==> src/rtl/nibble_add_seq.sv <==
// ============================================================================
// nibble_add_seq : drives one external 4-bit adder a nibble per cycle to
//                  build a NIBBLES*4-bit add/subtract with carry chaining.
// Revision 1.0
// ============================================================================
`default_nettype none

module nibble_add_seq #(
  parameter int NIBBLES = 4
) (
  input  logic                 clk,
  input  logic                 rst_n,
  input  logic                 in_valid,
  output logic                 in_ready,
  input  logic [4*NIBBLES-1:0] op_a,
  input  logic [4*NIBBLES-1:0] op_b,
  input  logic                 op_cin,
  input  logic                 op_sub,
  output logic                 out_valid,
  input  logic                 out_ready,
  output logic [4*NIBBLES-1:0] res_sum,
  output logic                 res_cout,
  output logic                 res_ovf,
  output logic [3:0]           fa_a,
  output logic [3:0]           fa_b,
  output logic                 fa_cin,
  input  logic [3:0]           fa_sum,
  input  logic                 fa_cout
);

  localparam int W    = 4 * NIBBLES;
  localparam int IDXW = $clog2(NIBBLES);

  localparam logic [1:0] S_IDLE = 2'd0;
  localparam logic [1:0] S_RUN  = 2'd1;
  localparam logic [1:0] S_DONE = 2'd2;

  localparam logic [IDXW-1:0] c_LAST = IDXW'(NIBBLES - 1);

  logic [1:0]      r_state;
  logic [IDXW-1:0] r_idx;
  logic [W-1:0]    r_a;
  logic [W-1:0]    r_b;
  logic            r_carry;
  logic [W-1:0]    r_sum;
  logic            r_cout;
  logic            r_ovf;

  logic            w_run;
  logic [IDXW+1:0] w_base;

  assign w_run  = (r_state == S_RUN);
  assign w_base = {r_idx, 2'b00};

  assign in_ready  = (r_state == S_IDLE);
  assign out_valid = (r_state == S_DONE);
  assign res_sum   = r_sum;
  assign res_cout  = r_cout;
  assign res_ovf   = r_ovf;

  // Adder pins are parked at zero whenever no nibble is in flight.
  assign fa_a   = w_run ? r_a[w_base +: 4] : 4'd0;
  assign fa_b   = w_run ? r_b[w_base +: 4] : 4'd0;
  assign fa_cin = w_run ? r_carry : 1'b0;

  always_ff @(posedge clk or negedge rst_n) begin
    if (!rst_n) begin
      r_state <= S_IDLE;
      r_idx   <= '0;
      r_a     <= '0;
      r_b     <= '0;
      r_carry <= 1'b0;
      r_sum   <= '0;
      r_cout  <= 1'b0;
      r_ovf   <= 1'b0;
    end else begin
      case (r_state)
        S_IDLE: begin
          if (in_valid) begin
            r_a     <= op_a;
            // Subtract is A + ~B + 1, so B is stored pre-inverted.
            r_b     <= op_sub ? ~op_b : op_b;
            r_carry <= op_sub ? 1'b1 : op_cin;
            r_idx   <= '0;
            r_state <= S_RUN;
          end
        end
        S_RUN: begin
          r_sum[w_base +: 4] <= fa_sum;
          r_carry            <= fa_cout;
          if (r_idx == c_LAST) begin
            r_cout  <= fa_cout;
            r_ovf   <= (r_a[W-1] == r_b[W-1]) && (fa_sum[3] != r_a[W-1]);
            r_state <= S_DONE;
          end else begin
            r_idx <= r_idx + IDXW'(1);
          end
        end
        S_DONE: begin
          if (out_ready) begin
            r_state <= S_IDLE;
          end
        end
        default: r_state <= S_IDLE;
      endcase
    end
  end

endmodule

`default_nettype wire

==> config.mk <==
export PLATFORM = sky130hd
export DESIGN_NAME = nibble_add_seq
export DESIGN_NICKNAME = d
export VERILOG_FILES = /design/src/rtl/nibble_add_seq.sv
export SDC_FILE = /design/constraint.sdc
export NUM_CORES = 1
export LEC_CHECK = 0
export CAP_MARGIN = 0
export CORE_UTILIZATION = 52
export CTS_CLUSTER_DIAMETER = 200
export CTS_CLUSTER_SIZE = 28
export DETAILED_ROUTE_END_ITERATION = 10
export PLACE_DENSITY = 0.86
export SKIP_CTS_REPAIR_TIMING = 1
export SLEW_MARGIN = 20
export SYNTH_ARGS = -nofsm -noshare
export SYNTH_HDL_FRONTEND = slang
export SYNTH_SLANG_ARGS = --single-unit
==> constraint.sdc <==
create_clock -name clk -period 5.8 [get_ports clk]
set_clock_uncertainty 0.2 [all_clocks]
set_input_delay 1.74 -clock clk [delete_from_list [all_inputs] [get_ports clk]]
set_output_delay 1.74 -clock clk [all_outputs]
set_load 0.01 [all_outputs]
# After elaboration in Yosys (flattened, before gate mapping)
# Index checks and enable logic that the tools add are counted.
[word_totals] ff_bits=55 input_bits=43 out_inout_bits=29 word_cells=47
[classes] add_sub_neg=2 eq_ne=9 shifts=4 n_mux=15 bitwise_logic=1 reduce_logical=8
[op_table] cell="variable part select 16 x 5 -> 4 bit" count=2
[op_table] cell="bitwise mux 16 bit" count=1
[op_table] cell="2-to-1 mux 16 bit" count=1
[op_table] cell="NOT 16 bit" count=1
[op_table] cell="variable shift 4 x 6 -> 16 bit, first input constant" count=1
[op_table] cell="variable part select 4 x 6 -> 16 bit" count=1
[op_table] cell="2-to-1 mux 2 bit" count=5
[op_table] cell="2-to-1 mux 4 bit" count=2
[op_table] cell="negator 4 -> 6 bit" count=1
[op_table] cell="case mux 2 bit (3 select lines)" count=1
[op_table] cell="AND reduction 2 bit" count=3
[op_table] cell="AND reduction 3 bit" count=2
[op_table] cell="== test 2 bit, second input constant" count=2
[op_table] cell="inequality test 2 x 1 -> 1 bit, second input constant" count=2
[op_table] cell="inequality test 2 bit, second input constant" count=2
[op_table] cell="case mux 2 bit (2 select lines)" count=1
[op_table] cell="2-to-1 mux 1 bit" count=3
[op_table] cell="adder 2 x 1 -> 2 bit, second input constant" count=1
[op_table] cell="== test 2 x 1 -> 1 bit, second input constant" count=1
[op_table] cell="logical NOT 2 bit" count=1
[op_table] cell="case mux 1 bit (2 select lines)" count=1
[op_table] cell="nonzero test 2 bit" count=1
[op_table] cell="== test 1 bit" count=1
[op_table] cell="logical AND 1 bit" count=1
[op_table] cell="inequality test 1 bit" count=1

# Longest topological paths before layout
[logic_depth] depth_word=3 ltp_mapped=6 mapped_depth_nobuf=5

# Least setup slack after synthesis
# No wires, ideal clock.
[synth_path] path_type="reg-to-output" startpoint="register r_idx[0]" endpoint="output port fa_b[0]" arrival_ns=1.306 t_required_ns=3.860 path_slack_ns=2.554 path_stages_with_launch=4 n_path_buf=1 path_cell_list="dfrtp_1 > buf_6 > mux4_2 > nor2b_1"
[synth_via] elab_chain_len=2
[synth_rtl] item="from (decl)" line_no="41" text="logic [IDXW-1:0] r_idx;"
[synth_rtl] item="from (signal assigned)" line_no="96" text="r_idx <= r_idx + IDXW'(1);"
[synth_rtl] item="variable part select 16 x 5 -> 4 bit" line_no="63" text="assign fa_b = w_run ? r_b[w_base +: 4] : 4'd0;"
[synth_rtl] item="2-to-1 mux 4 bit" line_no="63"
[synth_rtl] item="to (decl)" line_no="25" text="output logic [3:0] fa_b,"
# No other way between the ends.

# Final worst setup path
[layout_path] startpoint="register r_idx[0]" endpoint="output port fa_b[3]"
# Same word-level chain as after synthesis.

==> out/metrics.yaml <==
power:
  p_leak_nw: 1.432
  ir_drop_mv: 0.2784
  p_per_area_nw_per_um2: 509.2
  power_mw: 1.777
floorplanning:
  dieArea_um2: 5452
  start_util_pct: 55.35
  chipWidth_um: 73.84
  rows: 25
  core_area_um2: 4848
  ios: 72
  chipHeight_um: 73.84
clock_tree:
  cts_tree: "done"
  clkTransAtPathRegs_ps: 80
  ctsHtreeMaxLevel: 2
  cts_buffers: 5
  cts_sinks: 55
  cts_root_buf: "clkbuf_8"
  clk_latency_ps: 300
  clockBufferDepth: 2
yosys:
  synth_cells: 217
  synth-edff-count: 0
  ys_types: 30
  yosysSeqAreaShare_pct: 51.28
  synth-seq-cells: 55
  yosysMostFrequentCell: "dfrtp_1"
  synth.avg_cell_area_um2: 12.37
  ys_async_sr_fraction_pct: 100.0
  ys_top_cells_by_area: "dfrtp_1, mux2_2, xnor2_1"
  ys_top_cells_by_count: "dfrtp_1, nor2_1, nand2_1"
  mappedNetlistArea_um2: 2684
  yosysWarnings: 0
  yosysTopAreaCell: "dfrtp_1"
  synth-main-ff-cell: "dfrtp_1"
  yosysTopAreaCellShare_pct: 51.28
  syn_nets: 265
hold_path:
  worstHoldStart: "res_sum[8]"
  hold_end: "res_sum[8]"
  hp-class: "register to register"
  hold_path_depth: 2
timing:
  worst_slew_pin_slew_ps: 964.1
  period_minus_slack_ps: 4534
  slew_headroom_pct: 35.73
  hold_slack_ps: 291.4
  maxSlewViolCount: 0
  fmax_ghz: 0.2205
  finalCritPeriodShare_pct: 78.18
  tns_ps: 0
  finalHoldViolations: 0
  layout_setup_ws_ps: 1266
  setup_viol: 0
  rsz0062_at_grt: "false"
worst_setup_path:
  worstPathRequired_ps: 3860
  crit_fanout: 15
  cp-start-kind: "register"
  reg2reg_from: "r_idx[0]"
  r2r-end: "res_sum[11]"
  critPathKind: "register to primary output"
  end_kind: "primary output"
  rrSetupSlack_ps: 3430
  crit_arrival_ps: 2590
  r2r.worst_path.cells: 5
routing:
  vias: 1898
  firstDrtPassIters: 4
  drtIter0Drc: 50
  via_per_inst: 5.377
  remaining_drc_errors: 0
  antenna_left: 0
  routed_wl_um: 5045
  post_drt_wl_per_cell_um: 14.29
global_route:
  grt_usage_pct: 21.41
  grt_max_degree: 56
  overflow: 0
  antenna_found_initial: 0
  grt_pass1_wl_um: 8666
  grt_pass1_vias: 1863
place:
  dp.cells: 346
  place_congestion: 0.7669
  dpl.hpwl_um: 3680
  pre_cts_slack_ps: 1595
  port_buffers: 71
flow_run:
  cap_viol_max_count: 0
final_layout:
  seqCellArea_um2: 1376
  finalNetCount: 334
  diodes: 0
  fillers: 348
  multi_input_area_um2: 1199
  drive_gt1_share_pct: 14.34
  layoutNonFillerInstCount: 353
  areaGrowthSynthToFinish_pct: 30.07
run_status:
  run_status: "finished, final reports clean"
==> per-layer routing <==
layer  up-vias  wire length [µm]  track usage (%)
met5         -                 0                0
met4         0                82            8.120
met3         6               241            4.527
met2        57              2574            35.98
met1       939              2146            27.19
li1        896                 -                -
==> worst max path at each step <==
| stage | end | depth (start not counted) | slack, ps | start |
|---|---|---|---|---|
| 6_report | fa_b[3] | 3 | 1270 | r_idx[0] |
| 5_1_grt | fa_b[3] | 3 | 1120 | r_idx[0] |
| 4_1_cts | fa_b[3] | 3 | 1230 | r_idx[0] |
| 3_5_place_dp | fa_b[3] | 3 | 1600 | r_idx[0] |
| 3_3_place_gp | fa_b[3] | 3 | 1600 | r_idx[0] |
| 2_1_floorplan | fa_b[0] | 3 | 2550 | r_idx[0] |
==> report_power, final <==
part | total [mW] | switching [mW] | internal, mW
logic | 0.861 | 0.348 | 0.513
registers | 0.709 | 0.148 | 0.561
clock network | 0.208 | 0.114 | 0.0939
==> per-stage QoR <==
step                      utilization (%)  cell area, µm²
after floorplan                         -            2684
after global placement              70.19            3403
after detailed placement            70.19            3403
after CTS                           72.00            3491
after global routing                72.00            3491
final                               72.00            3491
==> state kept, by name, summed over array words and instances (netlist names) <==
name      flops
r_b          16
r_state       2
r_idx         2
r_carry       1
res_cout      1
r_a          16
res_ovf       1
res_sum      16
==> cells in the final DEF (no fill, tap or decap), drive strengths merged, types with 4 or more instances in the layout <==
master | netlist | routed
dfrtp | 55 | 55
mux4 | 8 | 8
clkdlybuf4s50 | 0 | 70
ha | 5 | 5
xnor2 | 16 | 16
a21oi | 17 | 17
nor2b | 8 | 8
nand2 | 19 | 19
inv | 5 | 5
mux2 | 17 | 17
nand3b | 4 | 4
o21ai | 10 | 10
a22o | 8 | 8
clkbuf | 1 | 6
nor2 | 21 | 21
==> area by class of cell <==
class                   instances  share of cell area [%]
flip-flops and latches         55                   39.43
multi-input cells             146                   34.34
repair buffers                 73                   20.65
well taps                      67                   2.401
clock buffers                   6                   2.366
inverters                       5                  0.6810
clock inverters                 1                  0.1434
==> worst max-delay path: stages, from the launching register on <==
cell and delay [ps]:
dfrtp_1 980, mux4_1 650, nor2b_1 160, clkdlybuf4s50_1 500
==> cell families (layout without fill, tap and decap cells) <==
logic type,count (synthesis),in the layout,synth area share (%)
and+or+nand+nor,61,61,13.89
xor gates and xnor gates,16,16,5.221
buffers and inverters,16,85,4.056
adders and majority gates,5,5,2.331
AOI/OAI and AO/OA,38,38,8.578
DFF,55,55,51.28
muxes,26,26,14.64
No activity file was read; power rests on OpenSTA's default activity.
